<file path="src/rtl/cla_add32_pipe_if.sv">
// Operand/result handshake bundle for cla_add32_pipe.
// The master side offers operands and consumes results; the adder sits on the slave side.
interface cla_add32_pipe_if;
  logic        in_valid;
  logic        in_ready;
  logic [31:0] in_a;
  logic [31:0] in_b;
  logic        in_sub;
  logic        out_valid;
  logic        out_ready;
  logic [31:0] out_sum;
  logic        out_c;
  logic        out_v;
  logic        out_z;
  logic        out_n;

  modport master (
    output in_valid, in_a, in_b, in_sub, out_ready,
    input  in_ready, out_valid, out_sum, out_c, out_v, out_z, out_n
  );

  modport slave (
    input  in_valid, in_a, in_b, in_sub, out_ready,
    output in_ready, out_valid, out_sum, out_c, out_v, out_z, out_n
  );
endinterface

</file>
<file path="src/rtl/cla_add32_pipe.sv">
// Two-stage 32-bit carry-lookahead add/sub: stage 1 registers bit/group P,G; stage 2 resolves carries.
// Define CLA_ADD_FLAGS_EN to compute the c/v/z/n flags; otherwise the flag outputs are tied 0.
module cla_add32_pipe (
  input  logic             clk,
  input  logic             rst,
  cla_add32_pipe_if.slave  bus
);

  // Handshake: a beat transfers on an edge where valid && ready are both high; an
  // unaccepted result holds its data and valid until ready is seen.
  logic s1_valid_q;
  logic out_valid_q;
  logic s2_en;
  logic s1_en;
  logic accept;

  assign s2_en        = !out_valid_q || bus.out_ready;
  assign s1_en        = !s1_valid_q || s2_en;
  assign bus.in_ready = s1_en && !rst;
  assign accept       = bus.in_valid && bus.in_ready;

  // Carry into slice k as one flat sum of products over the group signals of slices below it.
  function automatic logic carry_into(input int k, input logic [7:0] gp, input logic [7:0] gg,
                                      input logic c0);
    logic c;
    logic prod;
    c    = 1'b0;
    prod = 1'b1;
    for (int j = k - 1; j >= 0; j--) begin
      c    = c | (prod & gg[j]);
      prod = prod & gp[j];
    end
    return c | (prod & c0);
  endfunction

  logic [31:0] bx_d;
  logic [31:0] p_d;
  logic [31:0] g_d;
  logic [7:0]  gp_d;
  logic [7:0]  gg_d;

  always_comb begin
    bx_d = bus.in_sub ? ~bus.in_b : bus.in_b;
    p_d  = bus.in_a ^ bx_d;
    g_d  = bus.in_a & bx_d;
    gp_d = '0;
    gg_d = '0;
    for (int k = 0; k < 8; k++) begin
      gp_d[k] = &p_d[4*k +: 4];
      gg_d[k] = g_d[4*k+3]
              | (p_d[4*k+3] & g_d[4*k+2])
              | (p_d[4*k+3] & p_d[4*k+2] & g_d[4*k+1])
              | (p_d[4*k+3] & p_d[4*k+2] & p_d[4*k+1] & g_d[4*k]);
    end
  end

  logic [31:0]     p_q;
  logic [7:0][2:0] g_q;   // top generate bit of each slice only feeds the group term
  logic [7:0]      gp_q;
  logic [7:0]      gg_q;
  logic            c0_q;

  always_ff @(posedge clk) begin
    if (rst) begin
      s1_valid_q <= 1'b0;
    end else if (s1_en) begin
      s1_valid_q <= bus.in_valid;
    end
  end

  always_ff @(posedge clk) begin
    if (accept) begin
      p_q  <= p_d;
      gp_q <= gp_d;
      gg_q <= gg_d;
      c0_q <= bus.in_sub;
      for (int k = 0; k < 8; k++) begin
        g_q[k] <= g_d[4*k +: 3];
      end
    end
  end

  logic [7:0]  gc;
  logic [31:0] cb;
  logic [31:0] sum_d;

  always_comb begin
    gc = '0;
    cb = '0;
    for (int k = 0; k < 8; k++) begin
      gc[k]      = carry_into(k, gp_q, gg_q, c0_q);
      cb[4*k]    = gc[k];
      cb[4*k+1]  = g_q[k][0] | (p_q[4*k] & gc[k]);
      cb[4*k+2]  = g_q[k][1] | (p_q[4*k+1] & g_q[k][0])
                 | (p_q[4*k+1] & p_q[4*k] & gc[k]);
      cb[4*k+3]  = g_q[k][2] | (p_q[4*k+2] & g_q[k][1])
                 | (p_q[4*k+2] & p_q[4*k+1] & g_q[k][0])
                 | (p_q[4*k+2] & p_q[4*k+1] & p_q[4*k] & gc[k]);
    end
    sum_d = p_q ^ cb;
  end

  logic [31:0] sum_q;

  always_ff @(posedge clk) begin
    if (rst) begin
      out_valid_q <= 1'b0;
      sum_q       <= '0;
    end else if (s2_en) begin
      out_valid_q <= s1_valid_q;
      if (s1_valid_q) begin
        sum_q <= sum_d;
      end
    end
  end

  assign bus.out_valid = out_valid_q;
  assign bus.out_sum   = sum_q;

`ifdef CLA_ADD_FLAGS_EN
  logic a31_q;
  logic b31_q;
  logic c_q;
  logic v_q;
  logic z_q;
  logic n_q;

  always_ff @(posedge clk) begin
    if (accept) begin
      a31_q <= bus.in_a[31];
      b31_q <= bx_d[31];
    end
  end

  always_ff @(posedge clk) begin
    if (rst) begin
      c_q <= 1'b0;
      v_q <= 1'b0;
      z_q <= 1'b0;
      n_q <= 1'b0;
    end else if (s2_en && s1_valid_q) begin
      c_q <= carry_into(8, gp_q, gg_q, c0_q);
      v_q <= (a31_q == b31_q) && (sum_d[31] != a31_q);
      z_q <= (sum_d == 32'd0);
      n_q <= sum_d[31];
    end
  end

  assign bus.out_c = c_q;
  assign bus.out_v = v_q;
  assign bus.out_z = z_q;
  assign bus.out_n = n_q;
`else
  assign bus.out_c = 1'b0;
  assign bus.out_v = 1'b0;
  assign bus.out_z = 1'b0;
  assign bus.out_n = 1'b0;
`endif

endmodule

</file>
<file path="src/flat_wrapper.sv">
// flat-port wrapper written by rule: the top's interface ports become plain ports
module cla_add32_pipe_flat 
  (clk, rst, bus_in_valid, bus_in_a, bus_in_b, bus_in_sub, bus_out_ready, bus_in_ready, bus_out_valid, bus_out_sum, bus_out_c, bus_out_v, bus_out_z, bus_out_n);
  cla_add32_pipe_if bus_i ();
  input  logic clk;
  input  logic rst;
  input wire logic [$bits(bus_i.in_valid)-1:0] bus_in_valid;
  input wire logic [$bits(bus_i.in_a)-1:0] bus_in_a;
  input wire logic [$bits(bus_i.in_b)-1:0] bus_in_b;
  input wire logic [$bits(bus_i.in_sub)-1:0] bus_in_sub;
  input wire logic [$bits(bus_i.out_ready)-1:0] bus_out_ready;
  output wire logic [$bits(bus_i.in_ready)-1:0] bus_in_ready;
  output wire logic [$bits(bus_i.out_valid)-1:0] bus_out_valid;
  output wire logic [$bits(bus_i.out_sum)-1:0] bus_out_sum;
  output wire logic [$bits(bus_i.out_c)-1:0] bus_out_c;
  output wire logic [$bits(bus_i.out_v)-1:0] bus_out_v;
  output wire logic [$bits(bus_i.out_z)-1:0] bus_out_z;
  output wire logic [$bits(bus_i.out_n)-1:0] bus_out_n;
  assign bus_i.in_valid = bus_in_valid;
  assign bus_i.in_a = bus_in_a;
  assign bus_i.in_b = bus_in_b;
  assign bus_i.in_sub = bus_in_sub;
  assign bus_i.out_ready = bus_out_ready;
  assign bus_in_ready = bus_i.in_ready;
  assign bus_out_valid = bus_i.out_valid;
  assign bus_out_sum = bus_i.out_sum;
  assign bus_out_c = bus_i.out_c;
  assign bus_out_v = bus_i.out_v;
  assign bus_out_z = bus_i.out_z;
  assign bus_out_n = bus_i.out_n;
  cla_add32_pipe u_core (.clk(clk), .rst(rst), .bus(bus_i));
endmodule
</file>
<file path="config.mk">
export PLATFORM = sky130hd
export DESIGN_NAME = cla_add32_pipe_flat
export DESIGN_NICKNAME = d
export VERILOG_FILES = /design/src/rtl/cla_add32_pipe_if.sv /design/src/rtl/cla_add32_pipe.sv /design/src/flat_wrapper.sv
export SDC_FILE = /design/constraint.sdc
export NUM_CORES = 1
export LEC_CHECK = 0
export ABC_AREA = 1
export CAP_MARGIN = 25
export CORE_ASPECT_RATIO = 0.7
export CORE_MARGIN = 1
export CORE_UTILIZATION = 55
export CTS_CLUSTER_SIZE = 30
export DETAILED_ROUTE_END_ITERATION = 10
export PLACE_DENSITY_LB_ADDON = 0.25
export SYNTH_ARGS = -nofsm -noshare
export SYNTH_HDL_FRONTEND = slang
export SYNTH_SLANG_ARGS = --single-unit
</file>
<file path="constraint.sdc">
create_clock -name clk -period 10.73 [get_ports clk]
set_input_delay 1.6095 -clock clk [delete_from_list [all_inputs] [get_ports clk]]
set_output_delay 1.6095 -clock clk [all_outputs]
set_load 0.02 [all_outputs]
</file>
# Yosys cells after proc, flatten, opt, wreduce, memory -nomap -nowiden
# Index checks and enable logic that the tools add are counted.
dict set report totals {
  ff_bits 105
  inputBits 69
  out_inout_bits 38
  wordCells 288
}
dict set report op_classes {
  muxes 1
  n_bitwise 257
  reduce_logical 15
}
# cell count
set ops {}
lappend ops {{$and 1x1->1} 156}
lappend ops {{$or 1x1->1} 97}
lappend ops {{$xor 32x32->32} 2}
lappend ops {{$mux 32} 1}
lappend ops {{$not 32->32} 1}
lappend ops {{$and 31x31->31} 1}
lappend ops {{$reduce_and 4->1} 7}
lappend ops {{$logic_not 1->1} 3}
lappend ops {{$logic_and 1x1->1} 2}
lappend ops {{$logic_or 1x1->1} 2}
lappend ops {{$reduce_and 2->1} 1}

# Depth between registers and ports, before layout
# Gate-level depths: netlist (run 1).
dict set report depth {
  word_depth 11
  ltp_mapped 12
  ltp_nobuf 12
}

# Worst setup path after synthesis (run 1)
# Ideal clock, no wire load.
dict set report synth_path {
  kind {input -> register}
  start {in rst}
  end {reg u_core.c0_q, enable pin}
  setup_time_ns 0.500
  arrival_ns 5.007
  t_required_ns 10.230
  slack_ns 5.223
  cell_stages 4
  path_buffers 1
  cell_sequence {inv_1 clkbuf_1 nand2_1 nor2_1}
}
dict set report synth_via {
  elab_chain_len 3
}
# item line
set synth_lines {}
lappend synth_lines {{start: declaration} flat_wrapper.sv:6} ;# input logic rst;
lappend synth_lines {{$logic_not 1->1} cla_add32_pipe.sv:19} ;# assign bus.in_ready = s1_en && !rst;
lappend synth_lines {{$logic_and 1x1->1} cla_add32_pipe.sv:19}
lappend synth_lines {{$logic_and 1x1->1} cla_add32_pipe.sv:20} ;# assign accept = bus.in_valid && bus.in_ready;
lappend synth_lines {{via u_core.accept} cla_add32_pipe.sv:15} ;# logic accept;
lappend synth_lines {{end signal: assignment} cla_add32_pipe.sv:76} ;# c0_q <= bus.in_sub;
lappend synth_lines {{end: declaration} cla_add32_pipe.sv:61} ;# logic c0_q;
# The timed path passes the listed nets, and every way through them passes these cells.
# A chain may end at the register's enable or synchronous reset.

# Final worst setup path (run 1)
dict set report layout_path {
  start {in rst}
  end {out bus_in_ready}
}
dict set report layout_via {
  elab_chain_len 2
}
# item line
set layout_lines {}
lappend layout_lines {{$logic_not 1->1} cla_add32_pipe.sv:19}
lappend layout_lines {{$logic_and 1x1->1} cla_add32_pipe.sv:19}
lappend layout_lines {{end: declaration} flat_wrapper.sv:12} ;# output wire logic [$bits(bus_i.in_ready)-1:0] bus_in_ready;
# Every way passes these cells.

==> results.toml, run 1 <==
[global_routing]
grt_usage_pct = 23.4
first_global_vias = 3901
antenna_found_initial = 0
grt_pass1_wl_mm = 17.9
grt_max_degree = 72
grt_overflow = 0

[clock_network]
clkLatencyLatePin_ns = 0.35
max-clock-path-buffers = 2
cts_setup_buffers = 0
cts.sinks = 105
htreeDepth = 3
cts_tree = "built"
cts_resized = 0
hold_buffers = 0
numCtsBuffers = 9
cts_root_buffer = "clkbuf_16"
path_clk_slew_ns = 0.07

[finish]
mostFrequentLayoutCells = "clkdlybuf4s50_1, edfxtp_1, nor2_1"
drive_gt1_share_pct = 4.47
nets = 729
fin_cells = 750
final_area_um2 = 6620
final_core_util_pct = 72.4
syn_to_final_growth_pct = 26.3
antenna_cells = 0
nFillCells = 687
final_common_cell = "clkdlybuf4s50_1"

[worst_setup_path]
crit_fanout = 25
crit_type = "in -> out"
end_kind = "output pin"
cpPeakStageDelay_ns = 0.64
worst-endpoint-arrival_ns = 3.77
critPathLaunchType = "input port"
worst-endpoint-required_ns = 9.12
slowest_stage = "clkdlybuf4s50_1"
cp_cell_sequence = "clkdlybuf4s50_1 -> inv_1 -> nand2_1 -> inv_1 -> clkdlybuf4s50_1"

[synthesis]
syn_avg_cell_area_um2 = 10.1
synth_area_leaders = "edfxtp_1, dfxtp_1, ha_1, xor2_1, nor2_1"
ys_warn_count = 0
synth.distinct_cells = 34
seq_area_frac_synth_pct = 53.7
syn_inst = 520
ys_seq_elements = 105
synth_area_leader_cell = "edfxtp_1"
syn_area_um2 = 5240
synth_top_area_share_pct = 40.7

[placed_design]
place_inst = 734
post-place-ws_ns = 5.34
portBuffers = 102
place_congestion = 0.786
placed_cell_area_um2 = 6340
hpwl_mm = 8.06

[outcome]
status = "finished, final reports clean"

[timing]
layout_min_cycle_time_ns = 5.38
tns_ns = 0
fmax_mhz = 186
worstMarginPinSlew_ns = 0.980
fin_ws_ns = 5.35
holdWs_ns = 0.491
fin_crit_sh_pct = 50.1
slew_headroom_pct = 34.7
final_hold_viol_count = 0
final-max-slew-violation-count = 0
fin_skew_ns = 0.00593
rsz0062_at_grt = "no"
finalSetupViolations = 0

[drt]
route.detailed.drc = 0
via_count = 4038
routed.top_layer = "met4"
drt_wl_total_mm = 11.1
wl_met2_mm = 5.36
drtIter0Drc = 261
wl_met3_um = 712
drt-vias-per-instance = 5.38
wl_per_cell_um = 14.9
first_pass_iters = 4
ant_nets = 0
wl_met1_mm = 4.86

[floorplanning]
die_w_um = 119
core-area_um2 = 9140
io-pin-count = 107
rows = 29
dieArea_um2 = 9920
start_util_pct = 57.3
fp.dieH_um = 83.6

[pwr]
p_leak_nw = 2.72
total_power_mw = 0.976
powerDensity_nw_per_um2 = 147
peakVddDrop_uv = 104

[min_path]
holdCritPathClass = "reg -> reg"

[job]
cap_violations = 0
## metal layers
layer  track usage, %  vias to the layer above
met5                0                        -
met4             8.40                        0
met3             5.87                       20
met2             39.3                      156
met1             29.4                     1870
li1                 -                     1992
## critical path: cells and delay by family
family,cells,cell delay (ns)
buffers and inverters,4,1.93
and+or+nand+nor,1,0.22
## path summary, 6_finish.rpt
kind,slack (ns),cells past startpoint,from,end
max,5.35,5,rst,bus_in_ready
min,0.49,2,u_core.bus.out_sum[12],u_core.bus.out_sum[12]
max reg2reg,8.84,6,u_core.bus.out_valid,u_core.g_q[22]
min reg2reg,0.49,2,u_core.bus.out_sum[12],u_core.bus.out_sum[12]
## logic make-up after synthesis
group,after synthesis,synth area share [%]
compound gates,76,8.05
xor+xnor,44,7.36
fa+ha+maj,39,9.32
buf+inv,51,4.37
flops,105,53.7
other cells,1,0.0716
simple gates,204,17.1
## Yosys cell counts, drive strengths merged
cell      n
xnor2     3
a21o      6
a21boi    1
nand3b    1
nand3    45
or2       1
buf      12
dfxtp    34
a211oi    1
o211ai    2
o2111ai   1
conb      1
nand4    10
inv      35
nor2     71
nand2    71
xor2     41
o21ai    25
and3      4
a21oi    35
edfxtp   71
ha       39
clkbuf    4
a31oi     4
nor3      1
a221oi    1
## power breakdown
part | internal (mW) | switching, mW
logic | 0.0828 | 0.0969
registers | 0.468 | 0.0197
clock network | 0.159 | 0.149
total | 0.710 | 0.266
## state kept, by name, indices dropped and copies added, names as in the netlist
register and count:
u_core.bus.out_sum 32, u_core.p_q 32, u_core.g_q 24, u_core.gg_q 7, u_core.gp_q 7, u_core.bus.out_valid 1
u_core.c0_q 1, u_core.s1_valid_q 1
## area by class of cell
type,count,area [um^2],share of cell area [%]
clock buffers,9,225,3.40
clock inverters,7,53.8,0.813
inverters,35,131,1.99
multi-input cells,367,2210,33.5
flip-flops and latches,105,2810,42.5
well taps,124,155,2.34
repair buffers,103,1020,15.5
Power figures use the tool's default switching activity.
==> run 2: changes to the inputs <==
CORE_UTILIZATION = 52   (was 55)
clock period = 5.65 ns   (was 10.73 ns; I/O delays follow)
==> run 2 against run 1 <==
Global-route usage is 1.3 points lower; final cell count increased by 0.67%; register-to-register slack got worse by 5.1 ns; critical path type unchanged; largest power group unchanged.
==> results.toml, run 2 (synthesis results as in run 1) <==
[finish]
antenna_cells = 0
final_area_um2 = 6640
mostFrequentLayoutCells = "clkdlybuf4s50_1, edfxtp_1, nor2_1"
syn_to_final_growth_pct = 26.8
drive_gt1_share_pct = 4.47
fin_cells = 755
final_common_cell = "clkdlybuf4s50_1"
nets = 730

[drt]
drtIter0Drc = 296
route.detailed.drc = 0
wl_per_cell_um = 14.4
drt-vias-per-instance = 5.31
via_count = 4010
first_pass_iters = 5
drt_wl_total_mm = 10.9
ant_nets = 0

[timing]
layout_min_cycle_time_ns = 4.02
final-max-slew-violation-count = 0
rsz0062_at_grt = "no"
finalSetupViolations = 0
fmax_mhz = 249
tns_ns = 0
fin_skew_ns = 0.00652
final_hold_viol_count = 0
slew_headroom_pct = 35.1
worstMarginPinSlew_ns = 0.973
fin_crit_sh_pct = 71.1

[placed_design]
place_congestion = 0.823
place_inst = 738
placed_cell_area_um2 = 6340
portBuffers = 102
hpwl_mm = 7.88

[floorplanning]
fp.dieH_um = 86.0
io-pin-count = 107
core-area_um2 = 9720
dieArea_um2 = 10500
start_util_pct = 53.9
rows = 30
die_w_um = 122

[clock_network]
max-clock-path-buffers = 2
cts.sinks = 105
path_clk_slew_ns = 0.07
cts_setup_buffers = 0
cts_tree = "built"
cts_root_buffer = "clkbuf_16"
cts_resized = 0
numCtsBuffers = 9
hold_buffers = 0
htreeDepth = 3
clkLatencyLatePin_ns = 0.34

[pwr]
total_power_mw = 1.84
powerDensity_nw_per_um2 = 277
p_leak_nw = 2.74
peakVddDrop_uv = 167

[global_routing]
grt_usage_pct = 22.1
use_met2_pct = 35.1
use_met1_pct = 30.8
grt_overflow = 0
grt_pass1_wl_mm = 17.7
grt.busiest_layer = "met2"
use_met3_pct = 5.45
grt_max_degree = 56
first_global_vias = 3741
antenna_found_initial = 0

[worst_setup_path]
crit_fanout = 25
crit_type = "in -> out"
end_kind = "output pin"
worst-endpoint-arrival_ns = 3.17
critPathLaunchType = "input port"
worst-endpoint-required_ns = 4.80

[outcome]
status = "finished, final reports clean"

[job]
cap_violations = 0

[min_path]
holdCritPathClass = "reg -> reg"
run 2: where the power goes:
| group | switching (mW) | leakage (nW) | internal [mW] |
|---|---|---|---|
| Combinational | 0.183 | 1.66 | 0.158 |
| Sequential | 0.0362 | 0.947 | 0.889 |
| Clock | 0.274 | 0.135 | 0.303 |
run 2: metal layers:
metal / wire length, um / part of all wire, %
met1: 5180 / 48
met2: 5000 / 46
met3: 631 / 5.8
met4: 51 / 0.47
met5: 0 / 0
run 2: cell type report:
cell class	count	area (um^2)
Fill cell	751	3080
Sequential cell	105	2810
Multi-Input combinational cell	367	2210
Timing Repair Buffer	104	1040
Clock buffer	9	225
Tap cell	128	160
Inverter	35	131
Clock inverter	7	53.8
run 2: through the flow:
stage,util (%),hold slack [ns],setup WS [ns]
3_5_place_dp,65.2,0.476,1.47
3_3_place_gp,65.2,0.468,1.58
5_1_grt,68.3,0.517,1.46
6_report,68.3,0.487,1.63
2_1_floorplan,-,0.461,0.905
4_1_cts,68.1,0.492,1.67
run 2: final timing paths:
check / from / endpoint / slack [ns] / depth (start not counted)
worst max-delay path: rst / bus_in_ready / 1.63 / 5
worst min-delay path: u_core.bus.out_sum[24] / u_core.bus.out_sum[24] / 0.49 / 2
worst max register to register: u_core.bus.out_valid / u_core.gp_q[1] / 3.76 / 7
worst min register to register: u_core.bus.out_sum[24] / u_core.bus.out_sum[24] / 0.49 / 2
run 2: worst max-delay path, cell delays in order:
cell and delay [ns]:
clkdlybuf4s50_1 0.64, inv_1 0.71, nand2_1 0.24, inv_1 0.12, clkdlybuf4s50_1 0.61
==> run 3: changes to the inputs <==
clock period = 4 ns   (was 5.65 ns; I/O delays follow)
==> run 3 against run 2 <==
Count of clock-buffer cells in the layout up 2; global-route usage up 0.53 points; wire length up 0.34%; critical path type unchanged; flip-flop and latch count unchanged; largest power group unchanged; critical endpoint unchanged; register-to-register slack worse by 1.6 ns.
==> results.toml, run 3 (synthesis results as in run 1) <==
[timing]
tns_ns = 0
fin_skew_ns = 0.00650
final_hold_viol_count = 0
worstMarginPinSlew_ns = 0.964
holdWs_ns = 0.487
finalSetupViolations = 0
fmax_mhz = 350
fin_crit_sh_pct = 71.5
final-max-slew-violation-count = 0
layout_min_cycle_time_ns = 2.86
rsz0062_at_grt = "no"
slew_headroom_pct = 35.7

[drt]
drt-vias-per-instance = 5.26
drt_wl_total_mm = 10.9
via_count = 3968
ant_nets = 0
wl_per_cell_um = 14.4
wl_met3_um = 653
first_pass_iters = 4
wl_met1_mm = 5.06
route.detailed.drc = 0
wl_met2_mm = 5.03
drtIter0Drc = 287
routed.top_layer = "met4"

[worst_setup_path]
crit_start = "rst"
r2r-start = "u_core.bus.out_valid"
critPathLaunchType = "input port"
crit_fanout = 11
crit_end = "bus_in_ready"
worst-endpoint-required_ns = 3.40
cp_cell_sequence = "clkdlybuf4s50_1 -> inv_1 -> nand2_1 -> inv_1 -> clkdlybuf4s50_1"
end_kind = "output pin"
crit_type = "in -> out"
worst-endpoint-arrival_ns = 2.26
worst-path-buf-inv = 4
critPathTopFamily = "buffers and inverters"
reg2reg_slack_ns = 2.14
r2r_end = "u_core.bus.out_sum[3]"
cp.depth = 5
reg2reg_depth = 5
cpPeakStageDelay_ns = 0.79
slowest_stage = "clkdlybuf4s50_1"

[finish]
antenna_cells = 0
syn_to_final_growth_pct = 26.9
mostFrequentLayoutCells = "clkdlybuf4s50_1, edfxtp_1, nor2_1"
final_common_cell = "clkdlybuf4s50_1"
drive_gt1_share_pct = 4.31
nets = 730
final_area_um2 = 6650
fin_cells = 755

[min_path]
holdCritPathClass = "reg -> reg"

[global_routing]
first_global_vias = 3885
grt_max_degree = 72
antenna_found_initial = 0
grt_usage_pct = 22.7
grt_pass1_wl_mm = 18.0
grt_overflow = 0

[floorplanning]
rows = 30
start_util_pct = 53.9
dieArea_um2 = 10500
fp.dieH_um = 86.0
io-pin-count = 107
die_w_um = 122
core-area_um2 = 9720

[placed_design]
place_inst = 739
portBuffers = 102
place_congestion = 0.804
placed_cell_area_um2 = 6350
hpwl_mm = 7.80

[clock_network]
cts_tree = "built"
hold_buffers = 0
cts_resized = 0
cts_setup_buffers = 0
cts_root_buffer = "clkbuf_16"
numCtsBuffers = 9
htreeDepth = 3
clkLatencyLatePin_ns = 0.35
cts.sinks = 105
max-clock-path-buffers = 2
path_clk_slew_ns = 0.06

[pwr]
peakVddDrop_uv = 224
p_leak_nw = 2.74
p_comb_share_pct = 18.1
p_sw_share_pct = 25.6
powerDensity_nw_per_um2 = 400
clkPwrFrac_pct = 32.8
power_frac_seq_pct = 49.1
switchingPower_mw = 0.682
total_power_mw = 2.66
p_int_mw = 1.98

[job]
cap_violations = 0

[outcome]
status = "finished, final reports clean"
[run 3: power groups by stage]
stage | registers, mW | logic (mW) | clock network, mW
final | 1.31 | 0.481 | 0.872
after global routing | 1.32 | 0.540 | 0.922
after CTS | 1.31 | 0.482 | 0.890
after detailed placement | 1.33 | 0.479 | 0
after global placement | 1.33 | 0.462 | 0
after floorplan | 1.35 | 0.260 | 0
[run 3: through the flow]
step           utilization [%]  worst slack, ns
2_1_floorplan                -            0.688
3_3_place_gp              65.3             1.23
3_5_place_dp              65.3             1.18
4_1_cts                   68.4             1.18
5_1_grt                   68.4             1.09
6_report                  68.4             1.14
[run 3: how the worst min path moves through the flow]
stage / start / to / cells past startpoint
4_1_cts: u_core.bus.out_sum[12] / u_core.bus.out_sum[12] / 2
2_1_floorplan: u_core.s1_valid_q / u_core.bus.out_valid / 2
6_report: u_core.bus.out_sum[12] / u_core.bus.out_sum[12] / 2
5_1_grt: u_core.bus.out_sum[8] / u_core.bus.out_sum[8] / 2
3_5_place_dp: u_core.bus.out_sum[12] / u_core.bus.out_sum[12] / 2
3_3_place_gp: u_core.bus.out_sum[28] / u_core.bus.out_sum[28] / 2
[run 3: metal layers]
layer	vias up	track usage, %
met5	-	0
met4	0	5.50
met3	16	6.78
met2	121	37.5
met1	1833	29.2
li1	1998	-
[run 3: cell type report]
type / count / area [um^2]
clock buffer: 11 / 243
clock inverter: 5 / 55.1
fill: 752 / 3070
inverter: 35 / 131
multi-input combinational: 367 / 2210
sequential: 105 / 2810
tap: 128 / 160
timing repair buffer: 104 / 1030
[run 3: worst min-delay path: stages (launching register included)]
cell	delay, ns
dfxtp_1	0.33
nor2_1	0.05
nor2_1	0.08
